`src/rtl/tcdm_bank_sched.sv`:
```
// Round-robin scheduler and zero-fill sequencer in front of one TCDM bank.
// Optional contention counters are built when TCDM_SCHED_STATS_EN is defined.
module tcdm_bank_sched #(
    parameter int BANK_SIZE  = 256,
    parameter int NB_REQ     = 2,
    parameter int DATA_WIDTH = 32,
    parameter int ADDR_WIDTH = $clog2(BANK_SIZE)
) (
    input  logic                           clk_i,
    input  logic                           rst_i,
    input  logic                           init_start_i,
    output logic                           init_busy_o,
    output logic                           init_done_o,
    input  logic [NB_REQ-1:0]              req_i,
    input  logic [NB_REQ*ADDR_WIDTH-1:0]   add_i,
    input  logic [NB_REQ-1:0]              wen_i,
    input  logic [NB_REQ*DATA_WIDTH-1:0]   wdata_i,
    input  logic [NB_REQ*DATA_WIDTH/8-1:0] be_i,
    output logic [NB_REQ-1:0]              gnt_o,
    output logic [NB_REQ-1:0]              r_valid_o,
    output logic [DATA_WIDTH-1:0]          r_rdata_o,
    output logic                           bank_req_o,
    output logic                           bank_wen_o,
    output logic [ADDR_WIDTH-1:0]          bank_add_o,
    output logic [DATA_WIDTH-1:0]          bank_wdata_o,
    output logic [DATA_WIDTH/8-1:0]        bank_be_o,
    input  logic                           bank_gnt_i,
    input  logic [DATA_WIDTH-1:0]          bank_rdata_i,
    output logic [NB_REQ*16-1:0]           stall_cnt_o,
    input  logic                           stall_clr_i
);

    localparam int BE_WIDTH = DATA_WIDTH / 8;
    localparam int PTR_W    = $clog2(NB_REQ);
    localparam logic [ADDR_WIDTH-1:0] LAST_ADDR = ADDR_WIDTH'(BANK_SIZE - 1);

    typedef enum logic [0:0] {
        ST_ARB  = 1'b0,
        ST_INIT = 1'b1
    } state_t;

    state_t                r_state;
    state_t                w_state_nxt;
    logic [PTR_W-1:0]      r_rr_ptr;
    logic [ADDR_WIDTH-1:0] r_init_cnt;
    logic                  r_init_done;
    logic [NB_REQ-1:0]     r_rvalid;
    logic                  r_resp_rd;

    logic [PTR_W-1:0]      w_win;
    logic [PTR_W-1:0]      w_idx;
    logic [PTR_W-1:0]      w_rr_nxt;
    logic                  w_any;
    logic                  w_init_last;

    // Search from the pointer upward; descending loop lets the nearest hit win.
    always_comb begin
        w_win = '0;
        w_idx = '0;
        w_any = 1'b0;
        for (int i = NB_REQ - 1; i >= 0; i--) begin
            w_idx = PTR_W'((int'(r_rr_ptr) + i) % NB_REQ);
            if (req_i[w_idx]) begin
                w_win = w_idx;
                w_any = 1'b1;
            end
        end
    end

    assign w_rr_nxt    = PTR_W'((int'(w_win) + 1) % NB_REQ);
    assign w_init_last = (r_state == ST_INIT) && bank_gnt_i
                         && (r_init_cnt == LAST_ADDR);

    always_comb begin
        w_state_nxt  = r_state;
        bank_req_o   = 1'b0;
        bank_wen_o   = 1'b1;
        bank_add_o   = '0;
        bank_wdata_o = '0;
        bank_be_o    = '0;
        gnt_o        = '0;
        unique case (r_state)
            ST_ARB: begin
                if (init_start_i) begin
                    w_state_nxt = ST_INIT;
                end else begin
                    bank_req_o   = w_any;
                    bank_wen_o   = wen_i[w_win];
                    bank_add_o   = add_i[int'(w_win)*ADDR_WIDTH +: ADDR_WIDTH];
                    bank_wdata_o = wdata_i[int'(w_win)*DATA_WIDTH +: DATA_WIDTH];
                    bank_be_o    = be_i[int'(w_win)*BE_WIDTH +: BE_WIDTH];
                    if (w_any) gnt_o[w_win] = bank_gnt_i;
                end
            end
            ST_INIT: begin
                bank_req_o   = 1'b1;
                bank_wen_o   = 1'b0;
                bank_add_o   = r_init_cnt;
                bank_wdata_o = '0;
                bank_be_o    = '1;
                if (w_init_last) w_state_nxt = ST_ARB;
            end
            default: w_state_nxt = ST_ARB;
        endcase
    end

    always_ff @(posedge clk_i) begin
        if (rst_i) begin
            r_state     <= ST_ARB;
            r_rr_ptr    <= '0;
            r_init_cnt  <= '0;
            r_init_done <= 1'b0;
            r_rvalid    <= '0;
            r_resp_rd   <= 1'b0;
        end else begin
            r_state     <= w_state_nxt;
            r_init_done <= w_init_last;
            r_rvalid    <= gnt_o;
            r_resp_rd   <= (|gnt_o) & wen_i[w_win];
            if (|gnt_o) r_rr_ptr <= w_rr_nxt;
            if ((r_state == ST_INIT) && bank_gnt_i) begin
                r_init_cnt <= w_init_last ? '0 : r_init_cnt + 1'b1;
            end
        end
    end

    assign init_busy_o = (r_state == ST_INIT);
    assign init_done_o = r_init_done;
    assign r_valid_o   = r_rvalid;
    // Write responses carry zero data; the bank drives rdata only after reads.
    assign r_rdata_o   = r_resp_rd ? bank_rdata_i : '0;

`ifdef TCDM_SCHED_STATS_EN
    logic [15:0] r_stall_cnt [NB_REQ];

    always_ff @(posedge clk_i) begin
        if (rst_i || stall_clr_i) begin
            for (int k = 0; k < NB_REQ; k++) r_stall_cnt[k] <= '0;
        end else if (r_state == ST_ARB) begin
            for (int k = 0; k < NB_REQ; k++) begin
                if (req_i[k] && !gnt_o[k] && (r_stall_cnt[k] != 16'hFFFF)) begin
                    r_stall_cnt[k] <= r_stall_cnt[k] + 16'd1;
                end
            end
        end
    end

    always_comb begin
        stall_cnt_o = '0;
        for (int k = 0; k < NB_REQ; k++) stall_cnt_o[k*16 +: 16] = r_stall_cnt[k];
    end
`else
    logic w_unused_stall_clr;
    assign w_unused_stall_clr = stall_clr_i;
    assign stall_cnt_o        = '0;
`endif

endmodule

```
`config.mk`:
```
export PLATFORM = sky130hd
export DESIGN_NAME = tcdm_bank_sched
export DESIGN_NICKNAME = d
export VERILOG_FILES = /design/src/rtl/tcdm_bank_sched.sv
export SDC_FILE = /design/constraint.sdc
export NUM_CORES = 1
export LEC_CHECK = 0
export CAP_MARGIN = 5
export CORE_AREA = 2 2 95 97
export CTS_BUF_LIST = sky130_fd_sc_hd__clkbuf_16
export CTS_CLUSTER_SIZE = 24
export DETAILED_ROUTE_END_ITERATION = 7
export DIE_AREA = 0 0 97 99
export PLACE_DENSITY = 0.7
export SETUP_SLACK_MARGIN = 0.4
export SYNTH_ARGS = -nofsm -noshare
export SYNTH_HDL_FRONTEND = slang
export SYNTH_SLANG_ARGS = --single-unit
```
`constraint.sdc`:
```
create_clock -name clk_i -period 2.04 [get_ports clk_i]
set_clock_uncertainty 0.15 [all_clocks]
set_input_delay 0.408 -clock clk_i [delete_from_list [all_inputs] [get_ports clk_i]]
set_output_delay 0.408 -clock clk_i [all_outputs]
set_load 0.1 [all_outputs]
```
==> results of run 1 <==
## routing by layer
| metal | vias to the layer above | global-route usage (%) | part of all wire (%) |
|---|---|---|---|
| li1 | 1366 | - | - |
| met1 | 1398 | 24.8 | 36 |
| met2 | 129 | 40.4 | 57 |
| met3 | 16 | 3.05 | 4.8 |
| met4 | 0 | 3.79 | 1.6 |
| met5 | - | 0 | 0 |
## path summary, 6_finish.rpt
check / start / endpoint / slack (ps) / cells past startpoint
worst min register to register: r_init_cnt[1] / r_init_cnt[1] / 350 / 2
worst min-delay path: r_init_cnt[1] / r_init_cnt[1] / 350 / 2
worst max register to register: init_busy_o / r_init_cnt[0] / 400 / 6
worst max-delay path: req_i[0] / bank_wdata_o[15] / -150 / 9
## tightest hold or removal path, cell delays in order, from the launching register on
cell and delay, ps:
dfxtp_1 330, nand2_1 60, a21oi_1 60
## sequential cells by signal, summed over array words and instances (netlist names)
signal,cells
init_busy_o,1
init_done_o,1
r_init_cnt,8
r_resp_rd,1
r_rr_ptr,1
r_valid_o,2
## timing repair
action                                  CTS  global route
resized for setup                       142            47
setup buffers                            13             4
cloned                                   10             5
pin swaps                                69            63
endpoints found under the setup margin   91            83
## synth_stat cells (4+ instances only)
cell type  instances  area, um2
o21ai_1            9       45.0
and2_1            33        206
buf_2              5       25.0
a21oi_1           36        180
nand3_1            4       20.0
nor2_1             8       30.0
dfxtp_1           14        280
nor3_1             6       30.0
clkbuf_1          12       45.0
xor2_1             5       43.8
nand2_1           81        304
buf_4             33        248
o21bai_1           5       37.5
mux2i_1           12        120
## cell families after synthesis
kind of cell / share of synthesized area (%)
compound gates: 17.1
mux: 6.82
other cells: 0.213
fa+ha+maj: 0.711
simple gates: 37.5
buf+inv: 19.3
flops: 15.9
xor+xnor: 2.49
## cell type report
type	count	share of cell area, %
Clock buffer	3	1.16
Tap cell	108	2.08
Inverter	1	0.251
Clock inverter	1	0.0579
Multi-Input combinational cell	246	34.4
Sequential cell	14	4.49
Timing Repair Buffer	263	57.6
## per-stage QoR
| stage | worst slack [ps] | hold WS, ps | cells |
|---|---|---|---|
| CTS | -134 | 342 | 627 |
| finish | -149 | 353 | 636 |
| global route | -198 | 389 | 636 |
| detailed placement | -622 | 334 | 600 |
| floorplan | -163 | 303 | 314 |
| global placement | -566 | 324 | 600 |
## power by group through the flow
stage / registers, mW / logic (mW) / clock network [mW]
floorplan: 0.304 / 1.15 / 0
global placement: 0.293 / 1.73 / 0
detailed placement: 0.293 / 1.75 / 0
CTS: 0.284 / 1.92 / 0.378
global route: 0.283 / 2.04 / 0.392
finish: 0.283 / 1.98 / 0.377
==> metrics, run 1 <==
RSZ-0062 raised after global routing=yes; Ys Warns=0; max-cap viol count=0; min Tclk post-route=2190 ps; GR Overflow Total=0; Worst-Skew Late Latency=240 ps; Main synth FF type=dfxtp_1; DR DRC count=0; Total GRT Usage=21.0%; CTS Buffer Depth=2; critical path buffer and inverter count=6; Hold Fails Final Rpt=0; GPL Wtd Cong=0.836; FFs w/ async S/R, synth=0%; port bufs=211; drt total wl=11.2 mm; Setup-failing EPs final=46; WP data required=1480 ps; Worst Max-Slew Pin Slew=573 ps; Post-Syn Area=1760 um2; Post-Synthesis Cells=283; syn avg cell area=6.22 um2; floorplan core area=8550 um2; Max Clk Rate=457 MHz; Final Util=75.9%; die width=97 um; TritonRoute pass-1 iters=4; DP HPWL=7.75 mm; commonest non-fill, non-tap cells in the layout=clkdlybuf4s50_1 (91), buf_12 (90), nand2_1 (42), a21oi_4 (33); via count=2909; DR vias/cell=4.57; Net Switching=1.33 mW; first-pass GRT wire length=16.2 mm; clock sinks=14; Post-CTS Hold Fix Bufs=0; power density cells=408 nW/um2; clk slew on worst S/H paths=50 ps; failing checks=setup timing; fill count=566; CTS tree=done; Slowest cell on crit path=o21a_4; wire length per cell=17.6 um; antenna-violating nets left=0; initial antenna violation count=0; die area=9600 um2; Max VDD drop=0.319 mV; share of layout cells above drive strength 1=54.5%; Design Power=2.64 mW; CP Data Arrival Time=1630 ps; TNS Setup=-4900 ps; Root Driver=clkbuf_16; Nets=659; Lkg Pwr=2.67 nW; Die Y=99 um; clock network power share=14.2%; placed cell area=5430 um2; Slew Viols, Final=0; initial core utilization=20.6%; Worst Path Max Fanout=12; Area growth, synth to finish=269%; Num CTS Buffers=3; vias in the first global route=2874; crit-path leading delay family=buffers and inverters; status=finished, violations left; CP endpoint kind=output pin; Post-synth EDFFs=0; period utilisation layout=107%; area of the multi-input gates=2230 um2; Max H-tree Level=1; Row Count=34; sequential share of power=10.7%; Final Cell Area=6490 um2; critical-path cell list=buf_6 > buf_6 > inv_12 > buf_6 > o21a_4 > buf_12 > nand2_1 > a21oi_4 > buf_12; switching part of the total=50.2%; most common cell after layout, fill and taps aside=clkdlybuf4s50_1; Logic pwr share=75.0%; Sequential Area=292 um2; Final Worst Setup Slack=-149 ps; # IOs=245; register area share after synthesis=15.9%; Worst Hold Class=flip-flop to flip-flop; CP peak stage delay=220 ps; slew margin rel.=61.7%; largest net degree at the start of global routing=24; P_int=1.32 mW; Detailed Route Iter0 Violations=68; n_diodes=0; most frequent CP cell=buf_6; FF+latch count, synth=14; Startpoint Class=primary input; Setup CP Type=primary input to output pin; synth unique cells=31
(Power assumes the default switching activity.)
==> run 2, diff against run 1 <==
Settings changed: CAP_MARGIN 5 to not set.
==> results of run 2 <==
Same layout as run 1: the final DEF is identical, and so are final timing and power.
==> run 3, diff against run 2 <==
Settings changed: CAP_MARGIN set to 20.
==> results of run 3 <==
Same layout as run 1: the final DEF is identical, and so are final timing and power.
